--- config.mk ---
export PLATFORM = sky130hd
export DESIGN_NAME = mlp_run_ctrl_flat
export DESIGN_NICKNAME = d
export VERILOG_FILES = /design/src/rtl/mlp_pkg.sv /design/src/rtl/mlp_run_ctrl_if.sv /design/src/rtl/mlp_wport_mux.sv /design/src/rtl/mlp_run_ctrl.sv /design/src/flat_wrapper.sv
export SDC_FILE = /design/constraint.sdc
export NUM_CORES = 1
export LEC_CHECK = 0
export BUFFER_PORTS_ARGS = -buffer_cell sky130_fd_sc_hd__buf_2
export CORE_MARGIN = 5
export CORE_UTILIZATION = 51
export DETAILED_ROUTE_END_ITERATION = 10
export PLACE_DENSITY = 0.88
export SETUP_SLACK_MARGIN = 0.4
export SLEW_MARGIN = 0
export SYNTH_ARGS = -nofsm -noshare
export SYNTH_HDL_FRONTEND = slang
export SYNTH_SLANG_ARGS = --single-unit
--- constraint.sdc ---
create_clock -name clk -period 2.05 [get_ports clk]
set_clock_uncertainty 0.15 [all_clocks]
set_input_delay 0.615 -clock clk [delete_from_list [all_inputs] [get_ports clk]]
set_output_delay 0.615 -clock clk [all_outputs]
set_load 0.01 [all_outputs]
--- src/rtl/mlp_pkg.sv ---
// mlp_pkg: shared types and constants for the MLP inference core.
package mlp_pkg;
  typedef enum logic [2:0] {S_IDLE, S_LOAD, S_COMPUTE, S_DRAIN, S_FINISH} state_e;
  typedef enum logic [1:0] {OWN_NONE, OWN_LOAD, OWN_ENG} owner_e;
  // The layer index occupies the top LAYER_W bits of a neuron address.
  localparam int LAYER_W = 2;
  localparam logic [LAYER_W-1:0] LAYER_IN = 2'd0;
  localparam logic [LAYER_W-1:0] LAYER_OUT = 2'd3;
  localparam int DEF_N_IN = 16;
  localparam int DEF_DATA_W = 8;
  localparam int DEF_ADDR_W = 12;
endpackage

--- src/rtl/mlp_run_ctrl_if.sv ---
// mlp_run_ctrl_if: input stream, engine and neuron-RAM write-port signals of the run controller.
interface mlp_run_ctrl_if #(
  parameter int DATA_W = mlp_pkg::DEF_DATA_W,
  parameter int ADDR_W = mlp_pkg::DEF_ADDR_W
);
  logic start, in_valid, in_ready;
  logic [DATA_W-1:0] in_data;
  logic eng_reset, eng_done, eng_write_neuron;
  logic [ADDR_W-1:0] eng_out_addr;
  logic [DATA_W-1:0] acc_data;
  logic neuron_we;
  logic [ADDR_W-1:0] neuron_waddr;
  logic [DATA_W-1:0] neuron_wdata;
  logic busy, done, err;
  logic [DATA_W-1:0] result;
  modport master (
    output start, in_valid, in_data, eng_done, eng_write_neuron, eng_out_addr, acc_data,
    input in_ready, eng_reset, neuron_we, neuron_waddr, neuron_wdata, busy, done, err, result
  );
  modport slave (
    input start, in_valid, in_data, eng_done, eng_write_neuron, eng_out_addr, acc_data,
    output in_ready, eng_reset, neuron_we, neuron_waddr, neuron_wdata, busy, done, err, result
  );
endinterface

--- src/rtl/mlp_wport_mux.sv ---
// mlp_wport_mux: registered neuron-RAM write port shared by the load path and engine writeback.
module mlp_wport_mux import mlp_pkg::*; #(
  parameter int DATA_W = DEF_DATA_W,
  parameter int ADDR_W = DEF_ADDR_W
) (
  input  logic              clk,
  input  logic              reset_n,
  input  owner_e            owner,
  input  logic              load_valid,
  input  logic [ADDR_W-1:0] load_addr,
  input  logic [DATA_W-1:0] load_data,
  input  logic              eng_valid,
  input  logic [ADDR_W-1:0] eng_addr,
  input  logic [DATA_W-1:0] eng_data,
  output logic              we,
  output logic [ADDR_W-1:0] waddr,
  output logic [DATA_W-1:0] wdata
);
  logic sel_load, sel_eng;
  assign sel_load = owner == OWN_LOAD && load_valid;
  assign sel_eng  = owner == OWN_ENG && eng_valid;
  always_ff @(posedge clk or negedge reset_n)
    if (!reset_n) begin
      we    <= 1'b0;
      waddr <= '0;
      wdata <= '0;
    end else begin
      we <= sel_load || sel_eng;
      if (sel_load || sel_eng) begin
        waddr <= sel_load ? load_addr : eng_addr;
        wdata <= sel_load ? load_data : eng_data;
      end
    end
endmodule

--- src/rtl/mlp_run_ctrl.sv ---
// mlp_run_ctrl: run controller that loads layer 0, runs the engine, captures the output neuron
// and aborts via a watchdog.
module mlp_run_ctrl import mlp_pkg::*; #(
  parameter int N_IN       = DEF_N_IN,
  parameter int DATA_W     = DEF_DATA_W,
  parameter int ADDR_W     = DEF_ADDR_W,
  parameter int MAC_LAT    = 2,
  parameter int MAX_CYCLES = 1024
) (
  input logic          clk,
  input logic          reset_n,
  mlp_run_ctrl_if.slave bus
);
  localparam int CW = $clog2(N_IN);
  localparam int WW = $clog2(MAX_CYCLES);
  localparam int DW = $clog2(MAC_LAT + 1);
  state_e state, nxt;
  logic [CW-1:0] cnt;
  logic [WW-1:0] wd;
  logic [DW-1:0] dcnt;
  logic seen, err_q, beat, eng_own, cap, last_beat, wd_exp, drain_end;
  logic [DATA_W-1:0] res;
  owner_e owner;
  assign beat      = bus.in_valid && state == S_LOAD;
  assign last_beat = beat && cnt == CW'(N_IN - 1);
  assign eng_own   = state == S_COMPUTE || state == S_DRAIN;
  assign cap       = eng_own && bus.eng_write_neuron && !seen &&
                     bus.eng_out_addr[ADDR_W-1 -: LAYER_W] == LAYER_OUT;
  assign wd_exp    = wd == WW'(MAX_CYCLES - 1);
  assign drain_end = state == S_DRAIN && dcnt == DW'(MAC_LAT - 1);
  assign owner     = state == S_LOAD ? OWN_LOAD : eng_own ? OWN_ENG : OWN_NONE;
  always_comb begin
    nxt = state;
    unique case (state)
      S_IDLE:    nxt = bus.start ? S_LOAD : S_IDLE;
      S_LOAD:    nxt = last_beat ? S_COMPUTE : S_LOAD;
      S_COMPUTE: nxt = bus.eng_done ? S_DRAIN : wd_exp ? S_FINISH : S_COMPUTE;
      S_DRAIN:   nxt = drain_end ? S_FINISH : S_DRAIN;
      default:   nxt = S_IDLE;
    endcase
  end
  always_ff @(posedge clk or negedge reset_n)
    if (!reset_n) state <= S_IDLE;
    else state <= nxt;
  always_ff @(posedge clk or negedge reset_n)
    if (!reset_n) begin
      cnt   <= '0;
      wd    <= '0;
      dcnt  <= '0;
      seen  <= 1'b0;
      err_q <= 1'b0;
      res   <= '0;
    end else begin
      if (state == S_IDLE && bus.start) begin
        cnt  <= '0;
        wd   <= '0;
        seen <= 1'b0;
      end
      if (beat) cnt <= cnt + 1'b1;
      if (state == S_COMPUTE && !wd_exp) wd <= wd + 1'b1;
      dcnt <= state == S_DRAIN ? dcnt + 1'b1 : '0;
      // The previous run's result stays visible until new input data starts arriving.
      if (beat && cnt == '0) res <= '0;
      if (cap) begin
        res  <= bus.acc_data;
        seen <= 1'b1;
      end
      if (state == S_COMPUTE && !bus.eng_done && wd_exp) err_q <= 1'b1;
      else if (drain_end) err_q <= !(seen || cap);
    end
  mlp_wport_mux #(.DATA_W(DATA_W), .ADDR_W(ADDR_W)) u_wport (
    .clk        (clk),
    .reset_n    (reset_n),
    .owner      (owner),
    .load_valid (bus.in_valid),
    .load_addr  ({LAYER_IN, (ADDR_W - LAYER_W)'(cnt)}),
    .load_data  (bus.in_data),
    .eng_valid  (bus.eng_write_neuron),
    .eng_addr   (bus.eng_out_addr),
    .eng_data   (bus.acc_data),
    .we         (bus.neuron_we),
    .waddr      (bus.neuron_waddr),
    .wdata      (bus.neuron_wdata)
  );
  assign bus.in_ready  = state == S_LOAD;
  assign bus.busy      = state != S_IDLE;
  assign bus.done      = state == S_FINISH;
  assign bus.err       = state == S_FINISH && err_q;
  assign bus.eng_reset = !eng_own;
  assign bus.result    = res;
endmodule
--- src/flat_wrapper.sv ---
// flat-port wrapper written by rule: the top's interface ports become plain ports
module mlp_run_ctrl_flat import mlp_pkg::*;
#(
  parameter int N_IN       = DEF_N_IN,
  parameter int DATA_W     = DEF_DATA_W,
  parameter int ADDR_W     = DEF_ADDR_W,
  parameter int MAC_LAT    = 2,
  parameter int MAX_CYCLES = 1024
)
  (clk, reset_n, bus_start, bus_in_valid, bus_in_data, bus_eng_done, bus_eng_write_neuron, bus_eng_out_addr, bus_acc_data, bus_in_ready, bus_eng_reset, bus_neuron_we, bus_neuron_waddr, bus_neuron_wdata, bus_busy, bus_done, bus_err, bus_result);
  mlp_run_ctrl_if #(.DATA_W(DATA_W), .ADDR_W(ADDR_W)) bus_i ();
  input logic clk;
  input logic reset_n;
  input wire logic [$bits(bus_i.start)-1:0] bus_start;
  input wire logic [$bits(bus_i.in_valid)-1:0] bus_in_valid;
  input wire logic [$bits(bus_i.in_data)-1:0] bus_in_data;
  input wire logic [$bits(bus_i.eng_done)-1:0] bus_eng_done;
  input wire logic [$bits(bus_i.eng_write_neuron)-1:0] bus_eng_write_neuron;
  input wire logic [$bits(bus_i.eng_out_addr)-1:0] bus_eng_out_addr;
  input wire logic [$bits(bus_i.acc_data)-1:0] bus_acc_data;
  output wire logic [$bits(bus_i.in_ready)-1:0] bus_in_ready;
  output wire logic [$bits(bus_i.eng_reset)-1:0] bus_eng_reset;
  output wire logic [$bits(bus_i.neuron_we)-1:0] bus_neuron_we;
  output wire logic [$bits(bus_i.neuron_waddr)-1:0] bus_neuron_waddr;
  output wire logic [$bits(bus_i.neuron_wdata)-1:0] bus_neuron_wdata;
  output wire logic [$bits(bus_i.busy)-1:0] bus_busy;
  output wire logic [$bits(bus_i.done)-1:0] bus_done;
  output wire logic [$bits(bus_i.err)-1:0] bus_err;
  output wire logic [$bits(bus_i.result)-1:0] bus_result;
  assign bus_i.start = bus_start;
  assign bus_i.in_valid = bus_in_valid;
  assign bus_i.in_data = bus_in_data;
  assign bus_i.eng_done = bus_eng_done;
  assign bus_i.eng_write_neuron = bus_eng_write_neuron;
  assign bus_i.eng_out_addr = bus_eng_out_addr;
  assign bus_i.acc_data = bus_acc_data;
  assign bus_in_ready = bus_i.in_ready;
  assign bus_eng_reset = bus_i.eng_reset;
  assign bus_neuron_we = bus_i.neuron_we;
  assign bus_neuron_waddr = bus_i.neuron_waddr;
  assign bus_neuron_wdata = bus_i.neuron_wdata;
  assign bus_busy = bus_i.busy;
  assign bus_done = bus_i.done;
  assign bus_err = bus_i.err;
  assign bus_result = bus_i.result;
  mlp_run_ctrl #(.N_IN(N_IN), .DATA_W(DATA_W), .ADDR_W(ADDR_W), .MAC_LAT(MAC_LAT), .MAX_CYCLES(MAX_CYCLES)) u_core (.clk(clk), .reset_n(reset_n), .bus(bus_i));
endmodule
==> out/metrics.yaml, run 1 <==
ys_warn_count: 0
wl_mm: 6.64
synth_top_area_share_pct: 55.2
overflow: 0
fmax_mhz: 488
rrSetupSlack_ns: 0.09
path_delay_family: "flip-flops"
rsz0062_at_grt: "true"
wire_per_inst_um: 18.5
p_comb_share_pct: 48.0
postSynthCellCount: 205
critPathMaxFanout: 4
chipWidth_um: 76.7
post-route-period-util_pct: 100
port-buffer-count: 67
layout_commonest_cell: "buf_2"
drive_gt1_share_pct: 46.9
end_kind: "output pin"
finish.utilization_pct: 74.5
dr.pass1.iters: 4
layout_common_cells: "buf_2 (65), dfrtp_1 (46), a22o_1 (26)"
drtAntennaViolNets: 0
setup_viol: 1
final_cells: 359
synth_area_sq_um: 2270
root_buffer: "clkbuf_8"
seqPwrFrac_pct: 38.3
crit_start: "u_core.state[0]"
syn_nets: 243
clkSinkCount: 50
dp_hpwl_mm: 3.85
slowest_delay_ns: 0.46
met3_usage_pct: 4.22
place_area_sq_um: 2710
grt_pass1_vias: 2119
grtUsageTotal_pct: 21.3
drtIter0Drc: 97
grt_antenna_before_repair: 0
gp_congestion: 0.851
numCtsBuffers: 5
timing.rr.start: "u_core.state[1]"
p_leak_nw: 1.66
violations: "setup timing"
synth_area_per_cell_sq_um: 11.1
cp-start-kind: "flip-flop"
dp_cells: 323
crit_type: "flip-flop to output pin"
start_util_pct: 52.4
path_depth: 2
drcViolationCount: 0
place_worst_setup_slack_ns: 0.144
gr-usage-met2_pct: 36.2
critPathBufInv: 1
clock_latency_ns: 0.29
min_path_type: "input pin to asynchronous set/reset pin"
synth_top_area_cell: "dfrtp_1"
setup_ws_ns: -0.000413
p_sw_share_pct: 36.6
finalCriticalPeriod_ns: 2.05
ys_types: 41
crit_chain: "or3_4 -> buf_6"
clock_path_buffers: 2
slew_viol_final: 0
io_pins: 68
powerDensity_nw_per_um2: 1260
antenna_cells: 0
num_rows: 24
htreeDepth: 2
grt_max_degree: 24
status: "complete, but fails checks"
synth-seq-cells: 50
die-area_sq_um: 5880
syn_to_final_growth_pct: 42.2
use_met1_pct: 27.8
internal_power_w: 0.00257
required_ns: 1.28
slew_headroom_pct: 65.3
grt_pass1_wl_mm: 10.4
top_usage_layer: "met2"
final_area_sq_um: 3220
pwr-share-clk_pct: 13.8
slowest_stage: "dfrtp_2"
core_area_sq_um: 4320
cts_hold_buf: 0
finalSetupTns_ns: -0.000413
arrival_ns: 1.29
ff2ff_path_depth: 7
switching_power_w: 0.00149
worst_pin_slew_ns: 0.520
die_h_um: 76.7
clkTransAtPathRegs_ns: 0.09
timing.rr.end: "u_core.u_wport.wdata[1]"
synth_top_cells_by_area: "dfrtp_1 (55%), a22o_1 (10%), nand2_1 (3.5%), a21o_1 (3.3%), nand3_1 (2.9%)"
cap_violations: 0
final-hold-violation-count: 0
peakVddDrop_mv: 0.724
vias_per_cell: 5.95
endpoint: "bus_busy"
yosysSeqAreaShare_pct: 55.2
route.vias.total: 2135
cts_tree: "done"
layout.nets: 346
## power by group through the flow
stage	logic, W	registers [W]	clock network, W
after global routing	0.00210	0.00160	0.000627
after CTS	0.00176	0.00153	0.000573
after floorplan	0.000830	0.00162	0
after detailed placement	0.00140	0.00156	0
final	0.00195	0.00156	0.000559
after global placement	0.00137	0.00155	0
## metal layers
metal,vias up,share of wire [%]
met5,-,0
met4,0,2.0
met3,16,6.8
met2,103,51
met1,1054,40
li1,962,-
## registers in the layout, indices dropped and copies added, names as in the netlist
signal,flops
u_core.bus.result,8
u_core.cnt,4
u_core.dcnt,2
u_core.err_q,1
u_core.seen,1
u_core.state,3
u_core.u_wport.waddr,12
u_core.u_wport.wdata,8
u_core.u_wport.we,1
u_core.wd,10
## synth_stat cells
| cell | number |
|---|---|
| xor2_1 | 1 |
| o21ai_0 | 8 |
| a41oi_1 | 1 |
| nor3_1 | 1 |
| a22o_1 | 26 |
| clkbuf_1 | 4 |
| nor2_2 | 1 |
| mux2i_1 | 1 |
| o311ai_0 | 1 |
| and2_1 | 2 |
| nand3_1 | 13 |
| nand2_1 | 21 |
| xnor2_1 | 1 |
| a21oi_1 | 3 |
| inv_1 | 8 |
| nand2b_2 | 1 |
| a31oi_4 | 1 |
| nor2_1 | 12 |
| and3_1 | 2 |
| clkbuf_2 | 1 |
| or3_1 | 2 |
| buf_2 | 2 |
| o21bai_1 | 1 |
| nor3b_4 | 1 |
| buf_6 | 2 |
| o22ai_1 | 3 |
| or4_4 | 1 |
| and2b_1 | 1 |
| ha_1 | 4 |
| o211ai_1 | 2 |
| nand4_1 | 4 |
| dfrtp_1 | 50 |
| or4b_1 | 1 |
| a21o_1 | 10 |
| nor3b_1 | 1 |
| and4_1 | 2 |
| and4b_4 | 1 |
| and3b_1 | 1 |
| o31ai_1 | 2 |
| a31oi_1 | 4 |
| nand4bb_1 | 1 |
## cells by family after synthesis
group                      after synthesis  share of synthesized area [%]
xor gates and xnor gates                 2                          0.773
muxes                                    1                          0.442
DFF                                     50                           55.2
adders and majority gates                4                           2.21
and+or+nand+nor                         69                           16.7
AOI/OAI and AO/OA                       62                           21.1
buffers and inverters                   17                           3.64
## worst min-delay path by stage
stage / to / start / cells past startpoint
detailed placement: u_core.dcnt[0] / u_core.dcnt[0] / 1
floorplan: u_core.bus.result[0] / reset_n / 0
finish: u_core.u_wport.wdata[3] / reset_n / 1
CTS: u_core.u_wport.wdata[3] / reset_n / 1
global placement: u_core.dcnt[0] / u_core.dcnt[0] / 1
global route: u_core.u_wport.wdata[2] / reset_n / 1
## final cells by class
cell class                 instances  area [sq um]
sequential                        50          1260
fill                             297          1100
multi-input combinational        138          1050
timing repair buffer             105           737
clock buffer                       6          82.6
tap                               52          65.1
inverter                           8          30.0
## what timing repair did
item	4_1_cts	5_1_grt
resized for setup	18	28
gates cloned	4	0
endpoints found under the setup margin	45	52
pin swaps	5	9
setup buffers	19	7
## stage by stage
stage	total power, W	hold WS, ns
6_report	0.00406	0.131
5_1_grt	0.00432	0.168
4_1_cts	0.00386	0.141
3_5_place_dp	0.00297	0.275
3_3_place_gp	0.00292	0.270
2_1_floorplan	0.00245	0.169
(Power assumes the default switching activity.)
==> inputs of run 2 (changes only) <==
--- a/config.mk
+++ b/config.mk
@@ -10,7 +10,6 @@
 export CORE_UTILIZATION = 51
 export DETAILED_ROUTE_END_ITERATION = 10
 export PLACE_DENSITY = 0.88
-export SETUP_SLACK_MARGIN = 0.4
 export SLEW_MARGIN = 0
 export SYNTH_ARGS = -nofsm -noshare
 export SYNTH_HDL_FRONTEND = slang
==> run 2 against run 1 <==
The flow still finishes with violations (setup timing). Sequential power hardly changed. Power fell by 11%. Die area stayed put. Register-to-register slack better by 0.08 ns. Global-route usage fell by 2.7 points. Cell area decreased by 12%. Via count fell by 8.7%. Setup slack lost 0.033 ns. Combinational power down 23%. Worst hold slack worse by 0.0050 ns. Largest power group is now registers. Highest routed layer unchanged.
==> out/metrics.yaml, run 2 (synthesis gave the netlist of run 1 again) <==
port-buffer-count: 67  # unchanged
p_leak_nw: 1.49  # -11%
timing.rr.start: "u_core.wd[0]"
largest_reg_flops: 12  # unchanged
arrival_ns: 1.32  # +0.03 ns
die-area_sq_um: 5880  # unchanged
gp_congestion: 0.935  # +9.8%
worst_pin_slew_ns: 0.341  # -0.179 ns
layout_commonest_cell: "buf_2"
core_area_sq_um: 4320  # unchanged
htreeDepth: 2  # unchanged
setup_viol: 1  # unchanged
layout_common_cells: "buf_2 (66), dfrtp_1 (48), a22o_1 (26)"
crit_type: "flip-flop to output pin"
clock_path_buffers: 2  # unchanged
post-route-period-util_pct: 102  # +1.6 points
chipWidth_um: 76.7  # unchanged
timing.rr.end: "u_core.state[2]"
top_usage_layer: "met2"
final_cells: 336  # -6.4%
cap_violations: 0  # unchanged
rsz0062_at_grt: "true"
cp-start-kind: "flip-flop"
drive_gt1_share_pct: 35.2  # -12 points
clock_latency_ns: 0.30  # about the same
seqPwrFrac_pct: 42.5  # +4.2 points
max_flop_register: "u_core.u_wport.waddr"
wire_per_inst_um: 16.0  # -14%
slew_viol_final: 0  # unchanged
drtIter0Drc: 102  # +5.2%
start_util_pct: 52.4  # unchanged
num_rows: 24  # unchanged
critPathMaxFanout: 8  # +4
route.vias.total: 1950  # -8.7%
holdWs_ns: 0.126  # -0.00498 ns
internal_power_w: 0.00231  # -10%
cts_tree: "done"
grt_pass1_wl_mm: 9.10  # -12%
status: "complete, but fails checks"
reg.largest.list: "u_core.u_wport.waddr (12), u_core.wd (10)"
io_pins: 68  # unchanged
layout.nets: 321  # -7.2%
finalSetupTns_ns: -0.0338  # -0.0334 ns
numCtsBuffers: 5  # unchanged
met3_usage_pct: 5.27  # +1.1 points
use_met1_pct: 23.0  # -4.8 points
gr-usage-met2_pct: 31.1  # -5.2 points
crit_chain: "or3_4 -> buf_6"
grt_max_degree: 51  # +110%
antenna_cells: 0  # unchanged
crit_start: "u_core.state[1]"
switching_power_w: 0.00133  # -11%
endpoint: "bus_busy"
grtUsageTotal_pct: 18.6  # -2.7 points
p_comb_share_pct: 41.3  # -6.7 points
p_sw_share_pct: 36.5  # -0.079 points
violations: "setup timing"
syn_to_final_growth_pct: 25.6
grt_pass1_vias: 1986  # -6.3%
grt_antenna_before_repair: 0  # unchanged
dp_cells: 326  # +0.93%
wl_mm: 5.37  # -19%
finalCriticalPeriod_ns: 2.08  # +0.0334 ns
final-hold-violation-count: 0  # unchanged
ff2ff_path_depth: 5  # -2
rrSetupSlack_ns: 0.17  # +0.08 ns
clkTransAtPathRegs_ns: 0.09  # about the same
clkSinkCount: 50  # unchanged
vias_per_cell: 5.80  # -2.4%
slowest_delay_ns: 0.49  # +0.03 ns
cts_hold_buf: 0  # unchanged
required_ns: 1.28  # about the same
root_buffer: "clkbuf_8"
overflow: 0  # unchanged
end_kind: "output pin"
min_path_type: "input pin to asynchronous set/reset pin"
peakVddDrop_mv: 0.577  # -20%
drcViolationCount: 0  # unchanged
dr.pass1.iters: 5  # +1
drtAntennaViolNets: 0  # unchanged
fmax_mhz: 480  # -1.6%
powerDensity_nw_per_um2: 1280  # +1.3%
dp_hpwl_mm: 4.02  # +4.4%
pwr-share-clk_pct: 16.3  # +2.5 points
slowest_stage: "dfrtp_2"
setup_ws_ns: -0.0338  # -0.0334 ns
slew_headroom_pct: 77.2  # +12 points
die_h_um: 76.7  # unchanged
[run 2: through the flow]
stage | total power, W | cell area [sq um] | setup WS [ns] | utilization (%)
final | 0.00364 | 2850 | -0.0338 | 65.8
after global routing | 0.00389 | 2850 | -0.0679 | 65.8
after CTS | 0.00360 | 2820 | -0.0335 | 65.2
after detailed placement | 0.00299 | 2710 | 0.140 | 62.7
after global placement | 0.00293 | 2710 | 0.180 | 62.7
after floorplan | 0.00241 | 2270 | 0.185 | -
[run 2: worst min-delay path by stage]
stage,from,end,slack (ns),cells after the start
after floorplan,reset_n,u_core.bus.result[0],0.17,0
after global placement,u_core.dcnt[0],u_core.dcnt[0],0.27,1
after detailed placement,u_core.dcnt[0],u_core.dcnt[0],0.28,1
after CTS,reset_n,u_core.u_wport.waddr[9],0.14,2
after global routing,reset_n,u_core.u_wport.waddr[9],0.14,2
final,reset_n,u_core.u_wport.waddr[9],0.13,2
[run 2: what timing repair did]
action | 4_1_cts | 5_1_grt
buffers inserted | 0 | 2
setup endpoints to repair | 4 | 4
hold endpoints to repair | 0 | 0
gates resized for setup | 5 | 3
[run 2: layout make-up]
class / count / area (sq um)
Tap cell: 52 / 65.1
Sequential cell: 50 / 1250
Timing Repair Buffer: 80 / 455
Multi-Input combinational cell: 138 / 947
Clock inverter: 2 / 12.5
Fill cell: 352 / 1480
Clock buffer: 6 / 82.6
Inverter: 8 / 30.0
[run 2: layer usage]
| metal | vias to the layer above | routed length, um |
|---|---|---|
| met5 | - | 0 |
| met4 | 0 | 93 |
| met3 | 13 | 359 |
| met2 | 69 | 2680 |
| met1 | 957 | 2230 |
| li1 | 911 | - |
[run 2: power by group through the flow]
stage,registers (W),logic [W],clock network [W]
2_1_floorplan,0.00162,0.000792,0
3_3_place_gp,0.00154,0.00138,0
3_5_place_dp,0.00155,0.00144,0
4_1_cts,0.00154,0.00145,0.000609
5_1_grt,0.00160,0.00165,0.000652
6_report,0.00154,0.00150,0.000591
[run 2: critical path, delay by kind of cell (launching register included)]
family                 cells  cell delay [ns]
and+or+nand+nor            1             0.40
DFF                        1             0.49
buffers and inverters      1             0.13
==> inputs of run 3 (changes only) <==
--- a/config.mk
+++ b/config.mk
@@ -10,6 +10,7 @@
 export CORE_UTILIZATION = 51
 export DETAILED_ROUTE_END_ITERATION = 10
 export PLACE_DENSITY = 0.88
+export SETUP_SLACK_MARGIN = 0.05
 export SLEW_MARGIN = 0
 export SYNTH_ARGS = -nofsm -noshare
 export SYNTH_HDL_FRONTEND = slang
==> run 3 against run 2 <==
Global-route usage unchanged. Critical path depth unchanged. Maximum frequency is 0.12% higher. Sequential share of layout area is 0.59 points lower. Largest cell class unchanged. Cell area rose by 1.4%. Power increased by 1.2%. Clock power is essentially flat. The run still ends with setup timing left.
==> out/metrics.yaml, run 3 (synthesis gave the netlist of run 1 again) <==
worst_pin_slew_ns: 0.347  # +0.00562 ns
num_rows: 24  # unchanged
clock_path_buffers: 2  # unchanged
start_util_pct: 52.4  # unchanged
syn_to_final_growth_pct: 27.3
min_path_type: "input pin to asynchronous set/reset pin"
max_flop_register: "u_core.u_wport.waddr"
fmax_mhz: 480  # +0.12%
pwr-share-clk_pct: 16.1  # -0.2 points
io_pins: 68  # unchanged
grtUsageTotal_pct: 18.6  # unchanged
drcViolationCount: 0  # unchanged
htreeDepth: 2  # unchanged
largest_reg_flops: 12  # unchanged
seqPwrFrac_pct: 42.0  # -0.5 points
slowest_stage: "dfrtp_2"
grt_max_degree: 51  # unchanged
powerDensity_nw_per_um2: 1280  # -0.15%
critPathBufInv: 1  # unchanged
setup_ws_ns: -0.0313  # +0.00254 ns
switching_power_w: 0.00134  # +0.81%
p_leak_nw: 1.51  # +1.5%
slew_viol_final: 0  # unchanged
setup_viol: 2  # +1
drive_gt1_share_pct: 36.8  # +1.6 points
root_buffer: "clkbuf_8"
internal_power_w: 0.00234  # +1.4%
layout.nets: 325  # +1.2%
die_h_um: 76.7  # unchanged
wl_mm: 5.42  # +0.99%
final_cells: 340  # +1.2%
violations: "setup timing"
reg.largest.list: "u_core.u_wport.waddr (12), u_core.wd (10)"
peakVddDrop_mv: 0.576  # -0.19%
die-area_sq_um: 5880  # unchanged
chipWidth_um: 76.7  # unchanged
slew_headroom_pct: 76.8  # -0.38 points
gp_congestion: 0.935  # unchanged
port-buffer-count: 67  # unchanged
clock_latency_ns: 0.30  # about the same
slowest_delay_ns: 0.49  # about the same
wire_per_inst_um: 15.9  # -0.20%
final-hold-violation-count: 0  # unchanged
cts_tree: "done"
finish.utilization_pct: 66.7  # +0.90 points
grt_pass1_wl_mm: 9.10  # unchanged
finalCriticalPeriod_ns: 2.08  # -0.00254 ns
grt_pass1_vias: 1988  # +0.10%
cp-start-kind: "flip-flop"
vias_per_cell: 5.76  # -0.67%
dp_hpwl_mm: 4.02  # unchanged
post-route-period-util_pct: 102  # -0.12 points
cap_violations: 0  # unchanged
crit_type: "flip-flop to output pin"
critPathMaxFanout: 8  # unchanged
use_met1_pct: 23.0  # unchanged
clkSinkCount: 50  # unchanged
arrival_ns: 1.32  # about the same
p_comb_share_pct: 41.9  # +0.6 points
status: "complete, but fails checks"
clkTransAtPathRegs_ns: 0.09  # about the same
route.vias.total: 1960  # +0.51%
layout_common_cells: "buf_2 (65), dfrtp_1 (48), a22o_1 (26)"
layout_commonest_cell: "buf_2"
p_sw_share_pct: 36.4  # -0.15 points
required_ns: 1.28  # about the same
antenna_cells: 0  # unchanged
met3_usage_pct: 5.27  # unchanged
numCtsBuffers: 5  # unchanged
core_area_sq_um: 4320  # unchanged
crit_chain: "or3_4 -> buf_6"
dr.pass1.iters: 4  # -1
drtAntennaViolNets: 0  # unchanged
top_usage_layer: "met2"
overflow: 0  # unchanged
grt_antenna_before_repair: 0  # unchanged
drtIter0Drc: 100  # -2.0%
end_kind: "output pin"
gr-usage-met2_pct: 31.1  # unchanged
rsz0062_at_grt: "true"
path_delay_family: "flip-flops"
fillerInstances: 350  # -0.57%
dp_cells: 326  # unchanged
-- run 3: changes by cell type in the layout (fill, tap and decap cells not counted) --
cell	previous run	this run
inv_2	0	1
buf_2	66	65
buf_6	2	3
ha_1	4	3
inv_1	8	7
ha_2	0	1
buf_4	11	15
-- run 3: per-layer routing --
metal	share of wire (%)	routed length, um
met1	41	2240
met2	50	2720
met3	6.9	373
met4	1.6	87
met5	0	0
-- run 3: timing repair --
| item | in CTS | in global routing |
|---|---|---|
| setup buffers | 1 | 5 |
| endpoints found under the setup margin | 5 | 8 |
| hold buffers | 0 | 0 |
| resized for setup | 5 | 6 |
-- run 3: layout make-up --
type | instances | area [sq um] | area share, %
clock buffer | 6 | 82.6 | 2.86
clock inverter | 2 | 12.5 | 0.434
inverter | 8 | 30.0 | 1.04
multi-input combinational | 138 | 950 | 32.9
sequential | 50 | 1250 | 43.5
tap | 52 | 65.1 | 2.25
timing repair buffer | 84 | 492 | 17.0
-- run 3: through the flow --
step / TNS [ns] / area, sq um / hold WS, ns / total power, W / setup slack [ns]
floorplan: 0 / 2270 / 0.169 / 0.00241 / 0.185
global placement: 0 / 2710 / 0.269 / 0.00293 / 0.180
detailed placement: 0 / 2710 / 0.276 / 0.00299 / 0.140
CTS: -0.0365 / 2830 / 0.145 / 0.00361 / -0.0335
global route: -0.198 / 2890 / 0.144 / 0.00394 / -0.0735
finish: -0.0326 / 2890 / 0.122 / 0.00368 / -0.0313
-- run 3: final timing paths --
| check | depth (start not counted) | to | slack [ns] | from |
|---|---|---|---|---|
| max in group asynchronous | 2 | u_core.state[0] | 1.38 | reset_n |
| max | 2 | bus_busy | -0.03 | u_core.state[1] |
| min | 2 | u_core.u_wport.waddr[9] | 0.12 | reset_n |
| min in group clk | 1 | u_core.dcnt[0] | 0.28 | u_core.dcnt[0] |
| min reg2reg | 1 | u_core.dcnt[0] | 0.28 | u_core.dcnt[0] |
| max reg2reg | 6 | u_core.err_q | 0.17 | u_core.state[2] |
-- run 3: power by group through the flow --
stage | Combinational, W | Sequential [W] | Clock [W]
6_report | 0.00154 | 0.00154 | 0.000593
5_1_grt | 0.00169 | 0.00160 | 0.000652
4_1_cts | 0.00146 | 0.00154 | 0.000609
3_5_place_dp | 0.00144 | 0.00155 | 0
3_3_place_gp | 0.00138 | 0.00154 | 0
2_1_floorplan | 0.000792 | 0.00162 | 0
